## config.mk

```make
export PLATFORM = sky130hd
export DESIGN_NAME = uart_tx_engine
export DESIGN_NICKNAME = d
export VERILOG_FILES = /design/src/rtl/uart_pkg.sv /design/src/rtl/uart_baud_tick.sv /design/src/rtl/uart_tx_engine.sv
export SDC_FILE = /design/constraint.sdc
export NUM_CORES = 1
export LEC_CHECK = 0
export CORE_ASPECT_RATIO = 0.75
export CORE_MARGIN = 2
export CORE_UTILIZATION = 56
export DETAILED_ROUTE_END_ITERATION = 10
export PLACE_DENSITY = 0.81
export RECOVER_POWER = 25
export SKIP_CTS_REPAIR_TIMING = 1
export SLEW_MARGIN = 20
export SYNTH_ARGS = -nofsm -noshare
export SYNTH_HDL_FRONTEND = slang
export SYNTH_HIERARCHICAL = 1
export SYNTH_SLANG_ARGS = --single-unit
```

## constraint.sdc

```tcl
create_clock -name clock -period 5.1 [get_ports clock]
set_input_delay 1.02 -clock clock [delete_from_list [all_inputs] [get_ports clock]]
set_output_delay 1.02 -clock clock [all_outputs]
set_load 0.02 [all_outputs]
```

## src/rtl/uart_pkg.sv

```systemverilog
// Shared types for the UART transmit path: parity modes, FSM states and
// the decoder that maps the 2-bit parity_mode input onto parity_mode_t.
package uart_pkg;

   typedef enum logic [1:0] {
      NONE = 2'b00,
      EVEN = 2'b01,
      ODD  = 2'b10
   } parity_mode_t;

   typedef enum logic [2:0] {
      IDLE   = 3'd0,
      START  = 3'd1,
      DATA   = 3'd2,
      PARITY = 3'd3,
      STOP   = 3'd4
   } tx_state_t;

   // 2'b11 is a second encoding of "no parity".
   function automatic parity_mode_t decode_parity(input logic [1:0] mode);
      case (mode)
         2'b01:   return EVEN;
         2'b10:   return ODD;
         default: return NONE;
      endcase
   endfunction

endpackage

```

## src/rtl/uart_baud_tick.sv

```systemverilog
// Bit-period counter: counts 0..CLK_DIV-1 and wraps, so every serial bit
// lasts exactly CLK_DIV cycles. Held at zero while restart_i is high so the
// first bit of a frame starts with a full period.
module uart_baud_tick #(
   parameter int CLK_DIV = 16
) (
   input  logic clock,
   input  logic reset,
   input  logic restart_i,
   output logic tick_o,
   output logic near_tick_o
);

   localparam int CW = (CLK_DIV > 2) ? $clog2(CLK_DIV) : 1;
   localparam logic [CW-1:0] CNT_LAST = CW'(CLK_DIV - 1);
   localparam logic [CW-1:0] CNT_NEAR = CW'(CLK_DIV - 2);

   logic [CW-1:0] cnt_q;
   logic [CW-1:0] cnt_d;

   // Next count: restart, wrap at the end of a bit, otherwise increment.
   always_comb begin
      cnt_d = cnt_q;
      if (restart_i) begin
         cnt_d = '0;
      end else if (cnt_q == CNT_LAST) begin
         cnt_d = '0;
      end else begin
         cnt_d = cnt_q + CW'(1);
      end
   end

   // Counter register with synchronous reset.
   always_ff @(posedge clock) begin
      if (reset) begin
         cnt_q <= '0;
      end else begin
         cnt_q <= cnt_d;
      end
   end

   // tick_o marks the last cycle of a bit; near_tick_o the cycle before it,
   // which lets the FSM register a pulse that lands on the last cycle.
   assign tick_o      = (cnt_q == CNT_LAST);
   assign near_tick_o = (cnt_q == CNT_NEAR);

endmodule

```

## src/rtl/uart_tx_engine.sv

```systemverilog
// UART transmit engine: frames one DATA_W-bit word as start, data (LSB
// first), optional parity and 1 or 2 stop bits on a registered serial line.
//
// Handshake: a frame is accepted on a rising edge where tx_valid and
// tx_ready are both 1. tx_ready is high only in IDLE, so tx_valid is
// ignored while a frame is in flight and nothing is queued.
module uart_tx_engine
   import uart_pkg::*;
#(
   parameter int DATA_W  = 8,
   parameter int CLK_DIV = 16
) (
   input  logic              clock,
   input  logic              reset,
   input  logic              tx_valid,
   output logic              tx_ready,
   input  logic [DATA_W-1:0] tx_data,
   input  logic [1:0]        parity_mode,
   input  logic              stop2,
   output logic              tx_bit,
   output logic              tx_busy,
   output logic              tx_done,
   output logic [2:0]        state_dbg_o
);

   localparam int IW = (DATA_W > 1) ? $clog2(DATA_W) : 1;
   localparam logic [IW-1:0] IDX_LAST = IW'(DATA_W - 1);

   tx_state_t         state_q,    state_d;
   logic [IW-1:0]     idx_q,      idx_d;
   logic              stop_cnt_q, stop_cnt_d;
   logic [DATA_W-1:0] data_q,     data_d;
   parity_mode_t      par_q,      par_d;
   logic              stop2_q,    stop2_d;
   logic              tx_bit_q,   tx_bit_d;
   logic              tx_done_q,  tx_done_d;

   logic baud_tick;
   logic baud_near;
   logic par_bit;

   uart_baud_tick #(
      .CLK_DIV (CLK_DIV)
   ) u_baud (
      .clock       (clock),
      .reset       (reset),
      .restart_i   (state_q == IDLE),
      .tick_o      (baud_tick),
      .near_tick_o (baud_near)
   );

   // State register and all registered outputs; reset wins over acceptance.
   always_ff @(posedge clock) begin
      if (reset) begin
         state_q    <= IDLE;
         idx_q      <= '0;
         stop_cnt_q <= 1'b0;
         data_q     <= '0;
         par_q      <= NONE;
         stop2_q    <= 1'b0;
         tx_bit_q   <= 1'b1;
         tx_done_q  <= 1'b0;
      end else begin
         state_q    <= state_d;
         idx_q      <= idx_d;
         stop_cnt_q <= stop_cnt_d;
         data_q     <= data_d;
         par_q      <= par_d;
         stop2_q    <= stop2_d;
         tx_bit_q   <= tx_bit_d;
         tx_done_q  <= tx_done_d;
      end
   end

   // Next-state logic: capture the frame on acceptance, advance on each bit tick.
   always_comb begin
      state_d    = state_q;
      idx_d      = idx_q;
      stop_cnt_d = stop_cnt_q;
      data_d     = data_q;
      par_d      = par_q;
      stop2_d    = stop2_q;
      case (state_q)
         IDLE: begin
            if (tx_valid) begin
               state_d    = START;
               data_d     = tx_data;
               par_d      = decode_parity(parity_mode);
               stop2_d    = stop2;
               idx_d      = '0;
               stop_cnt_d = 1'b0;
            end
         end
         START: begin
            if (baud_tick) begin
               state_d = DATA;
               idx_d   = '0;
            end
         end
         DATA: begin
            if (baud_tick) begin
               if (idx_q == IDX_LAST) begin
                  state_d    = (par_q == NONE) ? STOP : PARITY;
                  stop_cnt_d = 1'b0;
               end else begin
                  idx_d = idx_q + IW'(1);
               end
            end
         end
         PARITY: begin
            if (baud_tick) begin
               state_d    = STOP;
               stop_cnt_d = 1'b0;
            end
         end
         STOP: begin
            if (baud_tick) begin
               if (stop_cnt_q == stop2_q) begin
                  state_d = IDLE;
               end else begin
                  stop_cnt_d = 1'b1;
               end
            end
         end
         default: begin
            state_d = IDLE;
         end
      endcase
   end

   // Output logic: line level for the upcoming cycle, and tx_done one cycle
   // ahead so the registered pulse sits on the final cycle of the last stop bit.
   always_comb begin
      par_bit  = (^data_q) ^ (par_q == ODD);
      tx_bit_d = 1'b1;
      case (state_d)
         START:   tx_bit_d = 1'b0;
         DATA:    tx_bit_d = data_q[idx_d];
         PARITY:  tx_bit_d = par_bit;
         default: tx_bit_d = 1'b1;
      endcase
      tx_done_d = (state_q == STOP) && (stop_cnt_q == stop2_q) && baud_near;
   end

   assign tx_bit      = tx_bit_q;
   assign tx_done     = tx_done_q;
   assign tx_ready    = (state_q == IDLE);
   assign tx_busy     = (state_q != IDLE);
   assign state_dbg_o = state_q;

endmodule

```

# Word-level counts from Yosys, hierarchy flattened

Index checks and enable logic that the tools add are counted.

Flip-flop bits (word level): 24
Bits of input ports: 14
Output and inout bits: 7
Word-level logic and storage cells: 68

$add $sub $neg: 2
Order comparisons: 1
Equality and inequality tests: 20
Mux-type cells: 25
Bitwise logic cells: 1
Reduce and logical (&&, ||, !) cells: 10

Operators by type and width:

| operator                                                   | count |
|---|---|
| 2-to-1 mux 3 bit                                           | 12 |
| case mux 3 bit (5 select lines)                            | 1 |
| equality test 3 x 2 -> 1 bit, second input constant        | 4 |
| != test 2 bit, second input constant                       | 6 |
| case mux 3 bit (3 select lines)                            | 1 |
| equality test 4 bit, second input constant                 | 2 |
| parity 8 bit                                               | 1 |
| 2-to-1 mux 1 bit                                           | 7 |
| AND reduction 7 bit                                        | 1 |
| equality test 3 x 1 -> 1 bit, second input constant        | 2 |
| equality test 3 bit, second input constant                 | 2 |
| adder 4 x 1 -> 4 bit, second input constant                | 1 |
| equality test 2 bit, second input constant                 | 2 |
| less-than comparator 3 x 4 -> 1 bit, second input constant | 1 |
| case mux 1 bit (4 select lines)                            | 1 |
| case mux 2 bit (2 select lines)                            | 1 |
| nonzero test 4 bit                                         | 1 |
| adder 3 x 1 -> 3 bit, second input constant                | 1 |
| binary-select mux 1 bit (select 3 bit)                     | 1 |
| logical NOT 3 bit                                          | 1 |
| case mux 1 bit (3 select lines)                            | 1 |
| nonzero test 3 bit                                         | 1 |
| OR reduction 3 bit                                         | 1 |
| equality test 2 x 1 -> 1 bit, second input constant        | 1 |
| 5 further kinds                                            | 6 |

# Logic depth before layout (Yosys ltp)

Depth in word-level cells: 7
Depth in mapped cells: 10
Depth with buffers taken out: 9

# Modules after synthesis

Netlist, hierarchy kept.

Modules (own cells, without submodules):

| module         | times used | cells an instance | area an instance (µm²) | seq. area each (µm²) |
|---|---|---|---|---|
| uart_tx_engine | 1          | 135               | 1104.8                 | 400.4 |
| uart_baud_tick | 1          | 17                | 180.2                  | 80.1 |

# Least setup slack after synthesis

No wires, ideal clock.

Path type: reg2out
From: register state_q[1], in the netlist state_dbg_o[1]
To: output port tx_busy
Arrival: 1579 ps
Data required time: 4080 ps
Setup slack: 2501 ps
Cell stages (with the launch flop): 4
Path buffers: 1
Cells stage by stage: dfxtp_1 > buf_2 > nor3_1 > inv_1

Word-level cells in the longest chain between the ends: 1

Ends and longest elaborated chain:

| item                     | line                  | RTL |
|---|---|---|
| start: declaration       | uart_tx_engine.sv:29  | `tx_state_t state_q, state_d;` |
| start signal: assignment | uart_tx_engine.sv:64  | `state_q <= state_d;` |
| nonzero test 3 bit       | uart_tx_engine.sv:148 | `assign tx_busy = (state_q != IDLE);` |
| end: declaration         | uart_tx_engine.sv:21  | `output logic tx_busy,` |

Every way passes these cells.

# Worst setup path in the final report

From: register state_q[0], in the netlist state_dbg_o[0]
To: output port tx_ready

Word-level cells in the longest chain between the ends: 1

Ends and longest elaborated chain:

| item              | line                  | RTL |
|---|---|---|
| logical NOT 3 bit | uart_tx_engine.sv:147 | `assign tx_ready = (state_q == IDLE);` |
| end: declaration  | uart_tx_engine.sv:16  | `output logic tx_ready,` |

Every way passes these cells.

==> impl_results.md <==
* Fmax at 327.9 MHz
* Ranking of synthesized cells by area: dfxtp_1 37%, nand2_1 7.6%, a21oi_1 7.0%, xnor2_1 6.1%, nor2_1 3.8%
* Root Buffer: clkbuf_4
* Pleak at 0.5639 nW
* Slew Limit Headroom at 0.4687
* RD Place Congestion at 0.8005
* Post-Synth Adder-Cell Area at 0.02921
* Pwr dens at 238.6 mW/mm^2
* HPWL after DPL at 1.906 mm
* Starting DRT DRC Count at 50
* H-tree Lvls at 1
* Initial antenna violation count at 0
* Die height at 45.49 um
* Post-synthesis cell type count at 41
* Slowest stage delay, CP at 710 ps
* Fin area at 0.001508 mm^2
* Syn avg cell area at 8.454 um^2
* Routed vias/inst at 5.714
* Yosys warnings at 6
* Largest net degree at the start of global routing at 22
* Max Cap Viol at 0
* Slowest CP cell: clkdlybuf4s50_1
* Worst Path Max Fanout at 13
* Synth Flop Type: dfxtp_1
* Nets@finish at 186
* Mux contribution to synthesized area at 0.04479
* Rows at 14
* Worst path required time at 4080 ps
* Post-synthesis xor/xnor area fraction at 0.07498
* Clock slew at reported path FFs at 130 ps
* CTS Buffer Depth at 2
* Worst IR drop on VDD at 0.1995 mV
* I/O pin count at 21
* Number of enable flip-flop cells after synthesis at 0
* Clk_skew at 7.548 ps
* Number of diodes at 0
* WS Path Type: flip-flop to output port
* Status: finished, final reports clean
* Clock sink total at 24
* Placed insts at 188
* Initial core utilization at 0.6164
* TritonCTS clock tree: built
* WP data arrival at 2030 ps
* Synth Area in Simple Gates at 0.2619
* Synth Register Bits at 24
* First-pass GRT wire length at 4.312 mm
* Worst setup EP type: output port
* Number of I/O port buffers at 20
* Routed Antenna Nets at 0
* DRC at 0
* Mapped Cells at 152
* Area Overhead vs Synth at 17.33%
* Worst hold-check path type: flip-flop to flip-flop
* Asr flop ratio synth at 0
* Die Wd at 59.31 um
* Largest family of logic cells by synthesized area: simple AND/OR/NAND/NOR gates
* Final WL at 2.539 mm
* Final worst-path cycle share at 0.5980
* Total grt overflow at 0
* Setup_tns at 0 ps
* Util after Layout at 0.7233
* GRT Overall Usage at 0.2163
* CP cell instances: nor3_1 -> clkdlybuf4s50_1
* TritonRoute pass-1 iters at 4
* Yosys top cell area share at 0.3739
* Fraction of layout cells with a size suffix above 1 at 0.09524
* Clock Latency Late Sink at 320 ps
* Syn nets at 169
* Fin crit period at 3050 ps
* Vias in the first global route at 985
* CTS buffer count at 3
* WL/cell at 13.22 um
* Slew Limit Fails at 0
* Synth Cell Area at 0.001285 mm^2
* RSZ-0062 raised after global routing: no
* Final setup violation count at 0
* Die area at 0.002698 mm^2
* Core outline area at 0.002085 mm^2
* Post-DP Area at 0.001471 mm^2
* Post-synthesis sequential area ratio at 0.3739
* Via Count at 1097
* Slew at the pin closest to its max-slew limit at 794.4 ps
* Final Hold Viols at 0
* Cell Count, Final, Fillers Out at 192
* Synth Area in Compound Gates at 0.1723
* Crit start category: flip-flop
* Synth area leader: dfxtp_1
registers in the layout (all words and copies together) (netlist names):
name and flops:
tx_bit 1, par_q 2, stop_cnt_q 1, u_baud/cnt_q 4, state_dbg_o 3, tx_done 1
stop2_q 1, data_q 8, idx_q 3
area by class of cell:
type | instances | area [um^2]
Tap cell | 24 | 30.03
Sequential cell | 24 | 480.5
Inverter | 3 | 11.26
Multi-Input combinational cell | 117 | 749.5
Fill cell | 175 | 576.8
Clock buffer | 4 | 36.28
Timing Repair Buffer | 20 | 200.2
Yosys cell counts, types with 2 or more instances:
cell / count
mux2i_1: 2
clkbuf_1: 4
inv_1: 3
nand3b_1: 2
nor2b_1: 5
mux2_2: 2
ha_1: 3
nor2_1: 13
a21oi_1: 18
buf_2: 2
o21ai_0: 4
and2_1: 2
dfxtp_1: 24
nand2_1: 26
xor2_1: 2
xnor2_1: 9
nor3_1: 7
stage by stage:
| stage | hold WS [ps] | setup WS, ps | total power, mW |
|---|---|---|---|
| final | 476.2 | 2050 | 0.3597 |
| after global routing | 493.3 | 1894 | 0.3767 |
| after CTS | 476.9 | 2072 | 0.3627 |
| after detailed placement | 455.9 | 2015 | 0.2631 |
| after global placement | 443.0 | 2121 | 0.2613 |
| after floorplan | 429.7 | 2501 | 0.2423 |
path summary, 6_finish.rpt:
check                                   from               endpoint  slack, ps  depth (start not counted)
setup / recovery   state_dbg_o[0]$_SDFF_PP0_               tx_ready       2050                          2
hold reg to reg        par_q[1]$_SDFFE_PP0P_  par_q[1]$_SDFFE_PP0P_        480                          2
hold / removal         par_q[1]$_SDFFE_PP0P_  par_q[1]$_SDFFE_PP0P_        480                          2
setup reg to reg  u_baud/cnt_q[0]$_SDFF_PP0_      tx_bit$_SDFF_PP1_       2710                          9
metal layers:
metal	track usage	up-vias	part of all wire
met3	0.05966	8	0.048
met5	0	-	0
met4	0.06364	0	0.021
met2	0.3407	38	0.45
li1	-	553	-
met1	0.2912	498	0.48
placed cells by master (no fill, tap or decap), types with 2 or more instances in the layout:
cell type | netlist | routed
nand2_1 | 26 | 26
a21oi_1 | 18 | 18
o21ai_0 | 4 | 4
nand3b_1 | 2 | 2
xnor2_1 | 9 | 9
clkbuf_4 | 0 | 3
mux2_2 | 2 | 2
nor3_1 | 7 | 7
inv_1 | 3 | 3
dlygate4sd3_1 | 0 | 2
nor2b_1 | 5 | 5
xor2_1 | 2 | 2
mux2i_1 | 2 | 2
ha_1 | 3 | 3
nor2_1 | 13 | 13
clkdlybuf4s50_1 | 0 | 18
dfxtp_1 | 24 | 24
power breakdown:
group / switching [mW] / leakage [nW] / internal (mW) / total (mW)
clock: 0.0573 / 0.0210 / 0.0437 / 0.101
combinational: 0.0275 / 0.347 / 0.0302 / 0.0577
sequential: 0.00713 / 0.196 / 0.194 / 0.201
critical path: cells and delay by family, from the launching register on:
family	cells	cell delay [ps]
buffers and inverters	1	710
AND/OR/NAND/NOR	1	530
flip-flops	1	470
kinds of logic (layout without fill, tap and decap cells):
| kind of cell | after synthesis | in the layout |
|---|---|---|
| AOI/OAI and AO/OA | 33 | 33 |
| xor gates and xnor gates | 11 | 11 |
| adders and majority gates | 3 | 3 |
| buffers and inverters | 11 | 27 |
| DFF | 24 | 24 |
| muxes | 5 | 5 |
| and+or+nand+nor | 65 | 65 |
Power figures use the tool's default switching activity.
